==> src/rtl/alu_muldiv_seq_pkg.sv <==
// Shared constants for the iterative multiply/divide unit: funct3 opcodes and FSM states.
// No logic; imported by alu_muldiv_seq and its sub-modules.
package alu_muldiv_seq_pkg;

    localparam logic [2:0] OP_MUL    = 3'b000;
    localparam logic [2:0] OP_MULH   = 3'b001;
    localparam logic [2:0] OP_MULHSU = 3'b010;
    localparam logic [2:0] OP_MULHU  = 3'b011;
    localparam logic [2:0] OP_DIV    = 3'b100;
    localparam logic [2:0] OP_DIVU   = 3'b101;
    localparam logic [2:0] OP_REM    = 3'b110;
    localparam logic [2:0] OP_REMU   = 3'b111;

    typedef enum logic [2:0] {
        S_IDLE = 3'd0,
        S_PREP = 3'd1,
        S_CALC = 3'd2,
        S_FIX  = 3'd3,
        S_DONE = 3'd4
    } state_t;

    function automatic logic op_is_div(input logic [2:0] op);
        return op[2];
    endfunction

    function automatic logic op_is_rem(input logic [2:0] op);
        return op[2] & op[1];
    endfunction

endpackage

==> src/rtl/alu_muldiv_seq_cond_negate.sv <==
// Width-parametrised conditional two's-complement negation (neg ? -in : in).
// Latency: combinational. Backpressure: none.
module cond_negate #(
    parameter int W = 32
) (
    input  logic [W-1:0] in_val,
    input  logic         neg,
    output logic [W-1:0] out_val
);

    assign out_val = neg ? (~in_val + W'(1)) : in_val;

endmodule

==> src/rtl/alu_muldiv_seq.sv <==
// Iterative RV32M-style multiply/divide unit with tag passthrough; ALU_MULDIV_FAST_MUL_EN gives single-shot multiply.
// Latency accept->out_valid: N+3 edges (3 for fast multiply, 2 for divide-by-zero / signed overflow).
// Backpressure: in_ready only in IDLE; result and tag held in DONE until out_ready; flush aborts.
module alu_muldiv_seq
    import alu_muldiv_seq_pkg::*;
#(
    parameter int N     = 32,
    parameter int TAG_W = 5
) (
    input  logic             clock,
    input  logic             reset,
    input  logic             in_valid,
    output logic             in_ready,
    input  logic [2:0]       in_op,
    input  logic [N-1:0]     in_a,
    input  logic [N-1:0]     in_b,
    input  logic [TAG_W-1:0] in_tag,
    input  logic             flush,
    output logic             out_valid,
    input  logic             out_ready,
    output logic [N-1:0]     out_result,
    output logic [TAG_W-1:0] out_tag,
    output logic             busy
);

    localparam int CNT_W = $clog2(N);

    state_t             state;
    logic [2:0]         op_q;
    logic [N-1:0]       a_q;
    logic [N-1:0]       b_q;
    logic [TAG_W-1:0]   tag_q;
    logic               sa_q;
    logic               sb_q;
    logic [2*N-1:0]     acc;
    logic [CNT_W-1:0]   cnt;

    logic               sign_a;
    logic               sign_b;
    logic [N-1:0]       mag_a;
    logic [N-1:0]       mag_b;
    logic               div_zero;
    logic               div_ovf;
    logic [N-1:0]       special_res;

    always_comb begin
        sign_a = 1'b0;
        sign_b = 1'b0;
        case (op_q)
            OP_MULH, OP_DIV, OP_REM: begin
                sign_a = a_q[N-1];
                sign_b = b_q[N-1];
            end
            OP_MULHSU: sign_a = a_q[N-1];
            default: ;
        endcase
    end

    cond_negate #(.W(N)) u_mag_a (.in_val(a_q), .neg(sign_a), .out_val(mag_a));
    cond_negate #(.W(N)) u_mag_b (.in_val(b_q), .neg(sign_b), .out_val(mag_b));

    assign div_zero = op_is_div(op_q) && (b_q == '0);
    assign div_ovf  = ((op_q == OP_DIV) || (op_q == OP_REM))
                      && (a_q == {1'b1, {(N-1){1'b0}}}) && (b_q == '1);

    always_comb begin
        if (div_zero)
            special_res = op_is_rem(op_q) ? a_q : '1;
        else
            special_res = op_is_rem(op_q) ? '0 : a_q;
    end

    // One iteration step: acc holds {hi, lo}; multiply shifts the partial sum in
    // from the top, divide shifts the dividend out into the remainder.
    logic [N:0]     mul_sum;
    logic [N:0]     div_part;
    logic [N:0]     div_diff;
    logic           div_ge;
    logic [N-1:0]   div_hi;
    logic [2*N-1:0] calc_next;

    assign mul_sum   = {1'b0, acc[2*N-1:N]} + {1'b0, (acc[0] ? b_q : {N{1'b0}})};
    assign div_part  = acc[2*N-1:N-1];
    assign div_ge    = div_part >= {1'b0, b_q};
    assign div_diff  = div_part - {1'b0, b_q};
    assign div_hi    = div_ge ? div_diff[N-1:0] : div_part[N-1:0];
    assign calc_next = op_is_div(op_q) ? {div_hi, acc[N-2:0], div_ge}
                                       : {mul_sum, acc[N-1:1]};

    // Final sign fix shares one 2N-bit negator: product, or zero-extended quotient/remainder.
    logic [2*N-1:0] fix_in;
    logic           fix_neg;
    logic [2*N-1:0] fix_out;
    logic [N-1:0]   fix_word;

    always_comb begin
        if (!op_is_div(op_q))
            fix_in = acc;
        else if (op_is_rem(op_q))
            fix_in = {{N{1'b0}}, acc[2*N-1:N]};
        else
            fix_in = {{N{1'b0}}, acc[N-1:0]};
    end

    assign fix_neg = op_is_rem(op_q) ? sa_q : (sa_q ^ sb_q);

    cond_negate #(.W(2*N)) u_fix (.in_val(fix_in), .neg(fix_neg), .out_val(fix_out));

    assign fix_word = ((op_q == OP_MUL) || op_is_div(op_q)) ? fix_out[N-1:0]
                                                             : fix_out[2*N-1:N];

    always_ff @(posedge clock or negedge reset) begin
        if (!reset) begin
            state      <= S_IDLE;
            op_q       <= '0;
            a_q        <= '0;
            b_q        <= '0;
            tag_q      <= '0;
            sa_q       <= 1'b0;
            sb_q       <= 1'b0;
            acc        <= '0;
            cnt        <= '0;
            out_valid  <= 1'b0;
            out_result <= '0;
            out_tag    <= '0;
            busy       <= 1'b0;
            in_ready   <= 1'b1;
        end else if (flush) begin
            state     <= S_IDLE;
            out_valid <= 1'b0;
            busy      <= 1'b0;
            in_ready  <= 1'b1;
        end else begin
            case (state)
                S_IDLE: begin
                    if (in_valid) begin
                        op_q     <= in_op;
                        a_q      <= in_a;
                        b_q      <= in_b;
                        tag_q    <= in_tag;
                        in_ready <= 1'b0;
                        busy     <= 1'b1;
                        state    <= S_PREP;
                    end
                end
                S_PREP: begin
                    sa_q <= sign_a;
                    sb_q <= sign_b;
                    a_q  <= mag_a;
                    b_q  <= mag_b;
                    acc  <= {{N{1'b0}}, mag_a};
                    cnt  <= CNT_W'(N-1);
                    if (div_zero || div_ovf) begin
                        out_result <= special_res;
                        out_tag    <= tag_q;
                        out_valid  <= 1'b1;
                        state      <= S_DONE;
                    end
`ifdef ALU_MULDIV_FAST_MUL_EN
                    else if (!op_is_div(op_q)) begin
                        acc   <= {{N{1'b0}}, mag_a} * {{N{1'b0}}, mag_b};
                        state <= S_FIX;
                    end
`endif
                    else begin
                        state <= S_CALC;
                    end
                end
                S_CALC: begin
                    acc <= calc_next;
                    cnt <= cnt - CNT_W'(1);
                    if (cnt == '0)
                        state <= S_FIX;
                end
                S_FIX: begin
                    out_result <= fix_word;
                    out_tag    <= tag_q;
                    out_valid  <= 1'b1;
                    state      <= S_DONE;
                end
                S_DONE: begin
                    if (out_ready) begin
                        out_valid <= 1'b0;
                        busy      <= 1'b0;
                        in_ready  <= 1'b1;
                        state     <= S_IDLE;
                    end
                end
                default: state <= S_IDLE;
            endcase
        end
    end

endmodule

==> config.mk <==
export PLATFORM = sky130hd
export DESIGN_NAME = alu_muldiv_seq
export DESIGN_NICKNAME = d
export VERILOG_FILES = /design/src/rtl/alu_muldiv_seq_pkg.sv /design/src/rtl/alu_muldiv_seq_cond_negate.sv /design/src/rtl/alu_muldiv_seq.sv
export SDC_FILE = /design/constraint.sdc
export NUM_CORES = 1
export LEC_CHECK = 0
export CAP_MARGIN = 20
export CORE_MARGIN = 2
export CORE_UTILIZATION = 55
export CTS_CLUSTER_DIAMETER = 200
export DETAILED_ROUTE_END_ITERATION = 10
export PLACE_DENSITY = 0.75
export SYNTH_ARGS = -nofsm -noshare
export SYNTH_HDL_FRONTEND = slang
export SYNTH_SLANG_ARGS = --single-unit
==> constraint.sdc <==
create_clock -name clock -period 8.7 [get_ports clock]
set_clock_uncertainty 0.05 [all_clocks]
set_input_delay 0.87 -clock clock [delete_from_list [all_inputs] [get_ports clock]]
set_output_delay 0.87 -clock clock [all_outputs]
set_load 0.03 [all_outputs]
### Word-level counts from Yosys, hierarchy flattened

Index checks and enable logic that the tools add are counted.

| storage, ports and cells | value |
|---|---|
| logic and storage cells | 112 |
| bits of input ports | 77 |
| bits in registers | 186 |
| output and inout bits | 40 |

| operators by class | value |
|---|---|
| equality and inequality tests | 17 |
| $lt $le $gt $ge | 1 |
| bitwise logic cells | 6 |
| reductions and logical operators | 26 |
| mux-type cells | 42 |
| add/sub/neg operators | 6 |

Operators by type and width:

| operator | number |
|---|---|
| 32-bit 2-to-1 mux | 12 |
| 64-bit 2-to-1 mux | 3 |
| 32-bit case mux with 2 select lines | 3 |
| 64-bit case mux with 2 select lines | 1 |
| 32-bit by 1-bit adder with 32-bit output (second input constant) | 2 |
| 64-bit by 1-bit adder with 64-bit output (second input constant) | 1 |
| 32-bit equality test (second input constant) | 2 |
| 32-bit NOT | 2 |
| 64-bit NOT | 1 |
| 32-bit by 32-bit adder with 33-bit output | 1 |
| 33-bit by 32-bit >= comparator with 1-bit output | 1 |
| 32-bit zero test | 1 |
| 32-bit subtractor | 1 |
| 5-bit case mux with 2 select lines | 2 |
| 3-bit AND reduction | 6 |
| 3-bit 2-to-1 mux | 5 |
| 3-bit case mux with 5 select lines | 1 |
| 3-bit != test (second input constant) | 4 |
| 1-bit 2-to-1 mux | 11 |
| 3-bit by 2-bit equality test with 1-bit output (second input constant) | 3 |
| 3-bit equality test (second input constant) | 3 |
| 3-bit by 1-bit equality test with 1-bit output (second input constant) | 2 |
| 3-bit zero test | 2 |
| 2-bit nonzero test | 3 |
| 18 further kinds | 25 |

### Longest topological paths before layout

Gate-level depths: netlist (run 1).

| depth | value |
|---|---|
| depth in word-level cells | 8 |
| depth in mapped cells | 16 |
| mapped depth without buffers | 15 |

### By module

A second synthesis (run 1) with hierarchy kept.

| second synthesis, totals | value |
|---|---|
| cells, all modules | 2022 |
| area, all modules | 17207.8 µm² |

Modules (own cells, without submodules):

| module | cells each | times used | seq. area each (µm²) | area an instance (µm²) |
|---|---|---|---|---|
| alu_muldiv_seq | 1618 | 1 | 4655.7 | 14004.7 |
| cond_negate (u_fix) | 206 | 1 | 0.0 | 1649.1 |
| cond_negate (u_mag_a ...) | 99 | 2 | 0.0 | 777.0 |

### Worst setup path after synthesis (run 1)

OpenSTA, ideal clock, no wires.

| path | value |
|---|---|
| path kind | register to register |
| from | register op_q[1] |
| to | register out_result[22] |
| path slack | 4.210 ns |
| library setup time | 0.123 ns |
| period minus slack after synthesis | 4.490 ns |
| buffers on the path | 3 |
| required time | 8.527 ns |
| cell stages (with the launch flop) | 16 |
| data arrival time | 4.317 ns |
| cell sequence | dfrtp_1 buf_4 nand2_1 clkbuf_1 clkbuf_1 mux2i_1 ha_1 or3b_2 or3_1 a2111oi_4 o2111a_1 o211a_1 nand2b_1 o31ai_1 xnor2_1 o221a_2 |

| on the way | value |
|---|---|
| longest elaborated chain between the ends | 8 |
| elaborated cells between the ends (all ways) | 23 |
| classes of those cells | add/sub: 1; eq/ne: 3; mux: 10; bitwise: 2; reduce/logical: 7 |

RTL lines:

| what | RTL line | source |
|---|---|---|
| start, declared | alu_muldiv_seq.sv:29 | `logic [2:0] op_q;` |
| start signal, assigned | alu_muldiv_seq.sv:137 | `op_q <= in_op;` |
| 1-bit bitwise AND | alu_muldiv_seq_pkg.sv:27 | `return op[2] & op[1];` |
| 32-bit 2-to-1 mux | alu_muldiv_seq.sv:99 | `else if (op_is_rem(op_q))` |
| 64-bit 2-to-1 mux | alu_muldiv_seq.sv:97 | `if (!op_is_div(op_q))` |
| 64-bit NOT | alu_muldiv_seq_cond_negate.sv:11 | `assign out_val = neg ? (~in_val + W'(1)) : in_val;` |
| 64-bit by 1-bit adder with 64-bit output | alu_muldiv_seq_cond_negate.sv:11 |  |
| 64-bit 2-to-1 mux | alu_muldiv_seq_cond_negate.sv:11 |  |
| 32-bit 2-to-1 mux | alu_muldiv_seq.sv:109 | `assign fix_word = ((op_q == OP_MUL) \|\| op_is_div(op_q)) ? fix_out[N-1:0]` |
| 32-bit case mux with 2 select lines | alu_muldiv_seq.sv:134 | `case (state)` |
| end signal, assigned | alu_muldiv_seq.sv:154 | `out_result <= special_res;` |
| end signal, assigned | alu_muldiv_seq.sv:176 | `out_result <= fix_word;` |
| end, declared | alu_muldiv_seq.sv:21 | `output logic [N-1:0] out_result,` |

Several ways; a longest one is shown, not always the timed one. The select of a mux whose other input is x is not followed.
A chain may end at the register's enable or synchronous reset.

### Worst setup path in the final report (run 1)

| path | value |
|---|---|
| from | register op_q[2] |
| to | register out_result[3] |

The elaborated chain is that of the path after synthesis.

==> tab_implementation.tex, run 1 <==
\begin{tabular}{lr}
\hline
Metric & Value \\
\hline
\multicolumn{2}{l}{\textbf{Critical path}} \\
Nature of the critical path startpoint & register \\
Max Fanout on Critical Path & 64 \\
Critical path data arrival time & 5.68 ns \\
Worst setup EP type & register \\
Logic depth of the worst register-to-register path & 12 \\
Data required time of the critical path & 8.96 ns \\
Kind of critical path & reg2reg \\
\multicolumn{2}{l}{\textbf{Yosys}} \\
Number of warnings printed during yosys synthesis & 0 \\
Leading cell types by total area after synthesis & sky130\_fd\_sc\_hd\_\_dfrtp\_1, sky130\_fd\_sc\_hd\_\_a21oi\_1, sky130\_fd\_sc\_hd\_\_o21ai\_0 \\
Synthesized cell area & 16570 um\^{}2 \\
Post-synthesis async set-or-reset flop share & 100.0\% \\
Library cells used by synthesis & 94 \\
Synthesized-area fraction occupied by and/or/nand/nor cells & 20.23\% \\
Synthesized area divided by synthesized cell count & 7.708 um\^{}2 \\
Largest family of logic cells by synthesized area & compound AO/OA/AOI/OAI gates \\
EDFF count, synth & 0 \\
Mux share of post-synthesis cell area & 5.164\% \\
Cell count after synthesis & 2150 \\
Largest area contributor in the netlist & sky130\_fd\_sc\_hd\_\_dfrtp\_1 \\
Synth Register Bits & 186 \\
Post-Synth Adder-Cell Area & 5.527\% \\
Post-Synth XOR/XNOR Area & 7.558\% \\
Fraction of synthesized cell area taken by the top area cell type & 27.94\% \\
Mapped Nets & 2299 \\
Commonest register cell after synthesis & sky130\_fd\_sc\_hd\_\_dfrtp\_1 \\
Portion of the post-synthesis area used by sequential elements & 28.09\% \\
Complex-gate fraction of the synthesized area & 28.08\% \\
\multicolumn{2}{l}{\textbf{Die}} \\
DIE AREA & 31540 um\^{}2 \\
\# IOs & 117 \\
Die Y & 177.6 um \\
Row count & 63 \\
Core Region & 29640 um\^{}2 \\
Initial cell density of the core & 55.91\% \\
Die width & 177.6 um \\
\multicolumn{2}{l}{\textbf{Final layout}} \\
Number of fill cells in the layout & 2666 \\
P\&R area growth vs syn & 11.72\% \\
Number of nets at the end of the flow & 2311 \\
Commonest cells after routing, fill and taps aside & sky130\_fd\_sc\_hd\_\_nand2\_1, sky130\_fd\_sc\_hd\_\_a21oi\_1, sky130\_fd\_sc\_hd\_\_o21ai\_0 \\
Proportion of layout cells with a drive suffix above 1 & 5.885\% \\
Most common cell after layout, fill and taps aside & sky130\_fd\_sc\_hd\_\_nand2\_1 \\
\multicolumn{2}{l}{\textbf{Clock network}} \\
Post-CTS setup repair buffer count & 0 \\
TritonCTS sink count & 186 \\
Clock transition time at the flip-flop clock pins of the worst setup and hold paths & 0.08 ns \\
H-tree depth reported by CTS & 4 \\
Source-to-sink clock delay at the later pin of the worst-skew pair & 0.47 ns \\
TritonCTS clock tree & done \\
Cts hold-fix bufs & 0 \\
Root buffer selected by CTS & sky130\_fd\_sc\_hd\_\_clkbuf\_16 \\
Maximum root-to-sink buffer count & 2 \\
Number of buffers created by CTS & 17 \\
Number of gates resized after CTS & 0 \\
\multicolumn{2}{l}{\textbf{Global route}} \\
Maximum number of pins on one net before global-route repair & 81 \\
GRT Residual Overflow & 0 \\
Vias in the first global route & 16.38k \\
Tot GR Track Use & 40.69\% \\
Initial antenna violation count & 1 \\
Global-route wire length before repair & 97790 um \\
\multicolumn{2}{l}{\textbf{Route}} \\
Total Wirelength & 64180 um \\
Number of vias in the routed layout & 17.51k \\
Antenna violation net count after detailed routing & 0 \\
Final routed DRC violation total & 0 \\
Total iterations of the first detailed-routing run & 6 \\
Via density per instance & 6.824 \\
Post-DR wirelength/cell & 25.01 um \\
First DRT Iteration DRCs & 2443 \\
\multicolumn{2}{l}{\textbf{STA}} \\
RSZ-0062 raised after global routing & false \\
Final number of max-transition violations & 0 \\
Maximum clock frequency & 184.5 MHz \\
Number of hold violations in the final report & 0 \\
Total Negative Setup Slacks & 0 ns \\
Worst slew margin & 30.15\% \\
Final setup violation count & 0 \\
Crit path time final & 5.420 ns \\
Ratio of final minimum period to clock period & 62.30\% \\
Least-Margin Pin Slew & 1.047 ns \\
\multicolumn{2}{l}{\textbf{Pwr}} \\
Sum of internal, switching and leakage power & 0.007016 W \\
Total leakage power & 7.841 nW \\
VDD IR max & 0.0002281 V \\
Power per unit of standard cell area & 379.0 nW/um\^{}2 \\
\multicolumn{2}{l}{\textbf{Placement}} \\
Buffers added on ports & 116 \\
Detailed Place HPWL & 46190 um \\
Placer Congestion & 1.014 \\
\multicolumn{2}{l}{\textbf{Hold path}} \\
Tightest Hold Check Type & in2async \\
\multicolumn{2}{l}{\textbf{Run}} \\
Max Cap Viol & 0 \\
\multicolumn{2}{l}{\textbf{Outcome}} \\
Outcome & complete, no violations \\
\hline
\end{tabular}
## cells in the mapped netlist, types with 10 or more instances
library cell	count
sky130_fd_sc_hd__nand2_1	226
sky130_fd_sc_hd__a21oi_1	217
sky130_fd_sc_hd__o21ai_0	210
sky130_fd_sc_hd__nor2_1	198
sky130_fd_sc_hd__dfrtp_1	185
sky130_fd_sc_hd__clkbuf_1	124
sky130_fd_sc_hd__xnor2_1	75
sky130_fd_sc_hd__nor3_1	72
sky130_fd_sc_hd__ha_1	70
sky130_fd_sc_hd__xor2_1	68
sky130_fd_sc_hd__inv_1	67
sky130_fd_sc_hd__mux2i_1	63
sky130_fd_sc_hd__a211oi_1	40
sky130_fd_sc_hd__a21o_1	30
sky130_fd_sc_hd__a221o_1	26
sky130_fd_sc_hd__a22oi_1	25
sky130_fd_sc_hd__nand3_1	23
sky130_fd_sc_hd__nand4_1	23
sky130_fd_sc_hd__or3_1	23
sky130_fd_sc_hd__a31oi_1	22
sky130_fd_sc_hd__nor4_1	22
sky130_fd_sc_hd__mux2_2	20
sky130_fd_sc_hd__o221ai_1	18
sky130_fd_sc_hd__and3_1	16
sky130_fd_sc_hd__o31ai_1	16
sky130_fd_sc_hd__buf_2	15
sky130_fd_sc_hd__nand2b_1	15
sky130_fd_sc_hd__buf_1	13
sky130_fd_sc_hd__o22ai_1	13
sky130_fd_sc_hd__o21a_1	12
sky130_fd_sc_hd__a221oi_1	11
sky130_fd_sc_hd__nor2b_1	11
sky130_fd_sc_hd__nor3b_1	10
sky130_fd_sc_hd__o21ai_1	10
## stage by stage
step                      instance area [um^2]  setup slack, ns  hold slack (ns)  utilization (%)  std cells
after floorplan                          16570            4.210           0.3917                -       2150
after global placement                   17900            3.647           0.4029            60.38       2531
after detailed placement                 17900            3.498           0.4082            60.38       2531
after CTS                                18480            3.457           0.3239            62.34       2563
after global routing                     18510            3.055           0.3405            62.46       2565
final                                    18510            3.280           0.3116            62.47       2566
## cell type report
type	count	area (um^2)	area share, %
Clock buffer	17	425.4	2.298
Timing Repair Buffer	150	1440	7.779
Inverter	68	255.2	1.379
Clock inverter	15	155.1	0.8380
Antenna cell	1	2.502	0.01352
Multi-Input combinational cell	1739	11090	59.89
Sequential cell	186	4659	25.17
Tap cell	390	488.0	2.636
## worst max-delay path, cell delays in order (launching register included)
cell                       delay [ns]
sky130_fd_sc_hd__dfrtp_4         0.97
sky130_fd_sc_hd__buf_4           0.69
sky130_fd_sc_hd__and2_0          0.41
sky130_fd_sc_hd__buf_4           0.37
sky130_fd_sc_hd__o221ai_1        0.21
sky130_fd_sc_hd__or4b_1          0.62
sky130_fd_sc_hd__or2_1           0.39
sky130_fd_sc_hd__a2111o_1        0.50
sky130_fd_sc_hd__nor2_2          0.19
sky130_fd_sc_hd__o21ai_1         0.12
sky130_fd_sc_hd__nor4b_1         0.20
sky130_fd_sc_hd__nor4_1          0.33
sky130_fd_sc_hd__o221ai_1        0.14
## logic make-up after synthesis
kind of cell / Yosys count
buffers and inverters: 225
multiplexers: 83
AO/OA/AOI/OAI: 738
AND/OR/NAND/NOR: 703
flip-flops: 186
adder cells (fa/ha/maj): 72
XOR/XNOR: 143
## registers in the layout, summed over array words and instances (netlist names)
signal,count
out_result,32
sa_q,1
in_ready,1
op_q,3
state,3
a_q,32
acc,64
out_valid,1
sb_q,1
b_q,32
cnt,5
out_tag,5
tag_q,5
busy,1
## final timing paths
check	from	to	slack, ns
max in group asynchronous	reset	out_result[10]	7.12
setup reg to reg	op_q[2]	out_result[3]	3.28
hold reg to reg	tag_q[2]	tag_q[2]	0.43
hold / removal	reset	acc[48]	0.31
min in group clock	tag_q[2]	tag_q[2]	0.43
setup / recovery	op_q[2]	out_result[3]	3.28
## power breakdown
group / total, W / internal, W / switching (W)
Clock: 0.000816 / 0.000407 / 0.000409
Sequential: 0.00184 / 0.00116 / 0.000680
Combinational: 0.00436 / 0.00170 / 0.00266
## routing by layer
metal / GRT usage, % / share of wire (%)
met5: 0 / 0
met4: 13.87 / 3.3
met3: 11.89 / 12
met2: 58.22 / 42
met1: 58.27 / 43
Note: power is estimated with default switching activity, not from simulation.
==> inputs of run 2 (changes only) <==
Settings changed: PLACE_DENSITY 0.75 to 0.78.
Clock period 8.7 ns to 4.84 ns, I/O delays scaled along.
==> run 2 against run 1 <==
Effect of this change: final cell count rose by 1.2%; routed wire length fell by 2.6%; fmax grew 22%.
==> tab_implementation.tex, run 2 (synthesis results as in run 1) <==
\begin{tabular}{lr}
\hline
Metric & Value \\
\hline
\multicolumn{2}{l}{\textbf{Outcome}} \\
Outcome & complete, no violations \\
\multicolumn{2}{l}{\textbf{Route}} \\
Antenna violation net count after detailed routing & 0 (unchanged) \\
Number of vias in the routed layout & 17.96k (+2.6\%) \\
First DRT Iteration DRCs & 2646 (+8.3\%) \\
Post-DR wirelength/cell & 24.08 um (-3.7\%) \\
Total Wirelength & 62520 um (-2.6\%) \\
Total iterations of the first detailed-routing run & 8 (+2) \\
Via density per instance & 6.919 (+1.4\%) \\
Final routed DRC violation total & 0 (unchanged) \\
\multicolumn{2}{l}{\textbf{Die}} \\
\# IOs & 117 (unchanged) \\
Initial cell density of the core & 55.91\% (unchanged) \\
DIE AREA & 31540 um\^{}2 (unchanged) \\
Core Region & 29640 um\^{}2 (unchanged) \\
Die Y & 177.6 um (unchanged) \\
Die width & 177.6 um (unchanged) \\
Row count & 63 (unchanged) \\
\multicolumn{2}{l}{\textbf{STA}} \\
Final setup violation count & 0 (unchanged) \\
Crit path time final & 4.426 ns (-0.9937 ns) \\
RSZ-0062 raised after global routing & false \\
Number of hold violations in the final report & 0 (unchanged) \\
Worst slew margin & 32.67\% (+2.5 points) \\
Ratio of final minimum period to clock period & 91.45\% (+29 points) \\
Least-Margin Pin Slew & 1.006 ns (-0.04047 ns) \\
Final number of max-transition violations & 0 (unchanged) \\
Maximum clock frequency & 225.9 MHz (+22\%) \\
Total Negative Setup Slacks & 0 ns (unchanged) \\
\multicolumn{2}{l}{\textbf{Critical path}} \\
Critical path data arrival time & 4.73 ns (-0.95 ns) \\
Max Fanout on Critical Path & 13 (-80\%) \\
Critical Path Max Stage Delay & 0.57 ns (-0.40 ns) \\
Cells along the critical path & nand2\_1 -> a21boi\_0 -> ha\_1 -> or3b\_2 -> or3\_1 -> a2111oi\_4 -> o2111a\_1 -> o211a\_1 -> nand2b\_1 -> o31ai\_1 -> xor2\_1 -> a221oi\_1 \\
Nature of the critical path startpoint & register \\
Delay-heaviest family, CP & compound AO/OA/AOI/OAI gates \\
Worst path buffer plus inverter count & 0 (-2) \\
Kind of critical path & reg2reg \\
Data required time of the critical path & 5.15 ns (-3.81 ns) \\
Worst setup EP type & register \\
Slowest CP cell & sky130\_fd\_sc\_hd\_\_dfrtp\_1 \\
\multicolumn{2}{l}{\textbf{Global route}} \\
Maximum number of pins on one net before global-route repair & 100 (+23\%) \\
Global-route wire length before repair & 95610 um (-2.2\%) \\
GRT Residual Overflow & 0 (unchanged) \\
Vias in the first global route & 16.70k (+1.9\%) \\
Tot GR Track Use & 39.41\% (-1.3 points) \\
Initial antenna violation count & 0 (-1) \\
\multicolumn{2}{l}{\textbf{Clock network}} \\
Number of gates resized after CTS & 0 (unchanged) \\
Maximum root-to-sink buffer count & 2 (unchanged) \\
Post-CTS setup repair buffer count & 0 (unchanged) \\
Number of buffers created by CTS & 17 (unchanged) \\
TritonCTS sink count & 186 (unchanged) \\
H-tree depth reported by CTS & 4 (unchanged) \\
Root buffer selected by CTS & sky130\_fd\_sc\_hd\_\_clkbuf\_16 \\
TritonCTS clock tree & done \\
Cts hold-fix bufs & 0 (unchanged) \\
Clock transition time at the flip-flop clock pins of the worst setup and hold paths & 0.07 ns (about the same) \\
Source-to-sink clock delay at the later pin of the worst-skew pair & 0.47 ns (about the same) \\
\multicolumn{2}{l}{\textbf{Final layout}} \\
Number of fill cells in the layout & 2638 (-1.1\%) \\
Commonest cells after routing, fill and taps aside & sky130\_fd\_sc\_hd\_\_nand2\_1, sky130\_fd\_sc\_hd\_\_a21oi\_1, sky130\_fd\_sc\_hd\_\_o21ai\_0 \\
Diodes inserted & 0 (-1) \\
Flip-flop count of the largest register after layout & 64 (unchanged) \\
P\&R area growth vs syn & 13.42\% \\
Count of non-filler cells in the finished layout & 2596 (+1.2\%) \\
Register with the most flip-flops & acc \\
Most common cell after layout, fill and taps aside & sky130\_fd\_sc\_hd\_\_nand2\_1 \\
Layout Utilization & 63.42\% (+0.95 points) \\
Proportion of layout cells with a drive suffix above 1 & 7.162\% (+1.3 points) \\
Number of nets at the end of the flow & 2343 (+1.4\%) \\
\multicolumn{2}{l}{\textbf{Run}} \\
Max Cap Viol & 0 (unchanged) \\
\multicolumn{2}{l}{\textbf{Placement}} \\
Detailed Place HPWL & 45720 um (-1.0\%) \\
Buffers added on ports & 116 (unchanged) \\
Placer Congestion & 1.080 (+6.5\%) \\
Placed cell count & 2565 (+1.3\%) \\
\multicolumn{2}{l}{\textbf{Pwr}} \\
VDD IR max & 0.0004158 V (+82\%) \\
Power per unit of standard cell area & 682.3 nW/um\^{}2 (+80\%) \\
Total leakage power & 8.026 nW (+2.4\%) \\
Sum of internal, switching and leakage power & 0.01283 W (+83\%) \\
\multicolumn{2}{l}{\textbf{Hold path}} \\
Tightest Hold Check Type & in2async \\
\hline
\end{tabular}
[run 2: worst reg2reg max path, cell delays in order (launching register included)]
cell and delay (ns):
sky130_fd_sc_hd__dfrtp_1 0.57, sky130_fd_sc_hd__nand2_1 0.23, sky130_fd_sc_hd__a21boi_0 0.36, sky130_fd_sc_hd__ha_1 0.26, sky130_fd_sc_hd__or3b_2 0.50, sky130_fd_sc_hd__or3_1 0.39
sky130_fd_sc_hd__a2111oi_4 0.48, sky130_fd_sc_hd__o2111a_1 0.34, sky130_fd_sc_hd__o211a_1 0.26, sky130_fd_sc_hd__nand2b_1 0.16, sky130_fd_sc_hd__o31ai_1 0.33, sky130_fd_sc_hd__xor2_1 0.11
sky130_fd_sc_hd__a221oi_1 0.28
[run 2: per-stage QoR]
| step | setup slack [ns] | hold slack, ns | instance area, um^2 |
|---|---|---|---|
| 6_report | 0.4137 | 0.01200 | 18800 |
| 5_1_grt | 0.1904 | 0.08672 | 18800 |
| 4_1_cts | 0.5174 | 0.06766 | 18800 |
| 3_5_place_dp | 0.5672 | 0.4083 | 18190 |
| 3_3_place_gp | 0.6936 | 0.4031 | 18180 |
| 2_1_floorplan | 0.3499 | 0.1384 | 16570 |
[run 2: final cells by class]
class | instances | area (um^2) | area share (%)
Multi-Input combinational cell | 1739 | 11090 | 58.99
Sequential cell | 186 | 4659 | 24.79
Timing Repair Buffer | 182 | 1698 | 9.033
Tap cell | 390 | 488.0 | 2.596
Clock buffer | 19 | 442.9 | 2.357
Inverter | 68 | 255.2 | 1.358
Clock inverter | 12 | 163.9 | 0.8721
[run 2: final timing paths]
check	start	endpoint	slack, ns	cells after the start
setup / recovery	op_q[1]	out_result[18]	0.41	12
hold / removal	reset	acc[53]	0.01	1
setup reg to reg	op_q[1]	out_result[18]	0.41	12
hold reg to reg	tag_q[1]	tag_q[1]	0.42	2
max in group asynchronous	reset	a_q[25]	3.64	2
min in group clock	tag_q[1]	tag_q[1]	0.42	2
[run 2: where the power goes]
part / internal [W] / switching (W)
Sequential: 0.00208 / 0.000925
Clock: 0.000832 / 0.000693
Combinational: 0.00319 / 0.00510
[run 2: per-layer routing]
metal	vias to the layer above	global-route usage, %	part of all wire (%)
li1	7960	-	-
met4	0	15.06	3.7
met5	-	0	0
met3	180	12.15	13
met1	8607	54.27	41
met2	1215	57.70	42
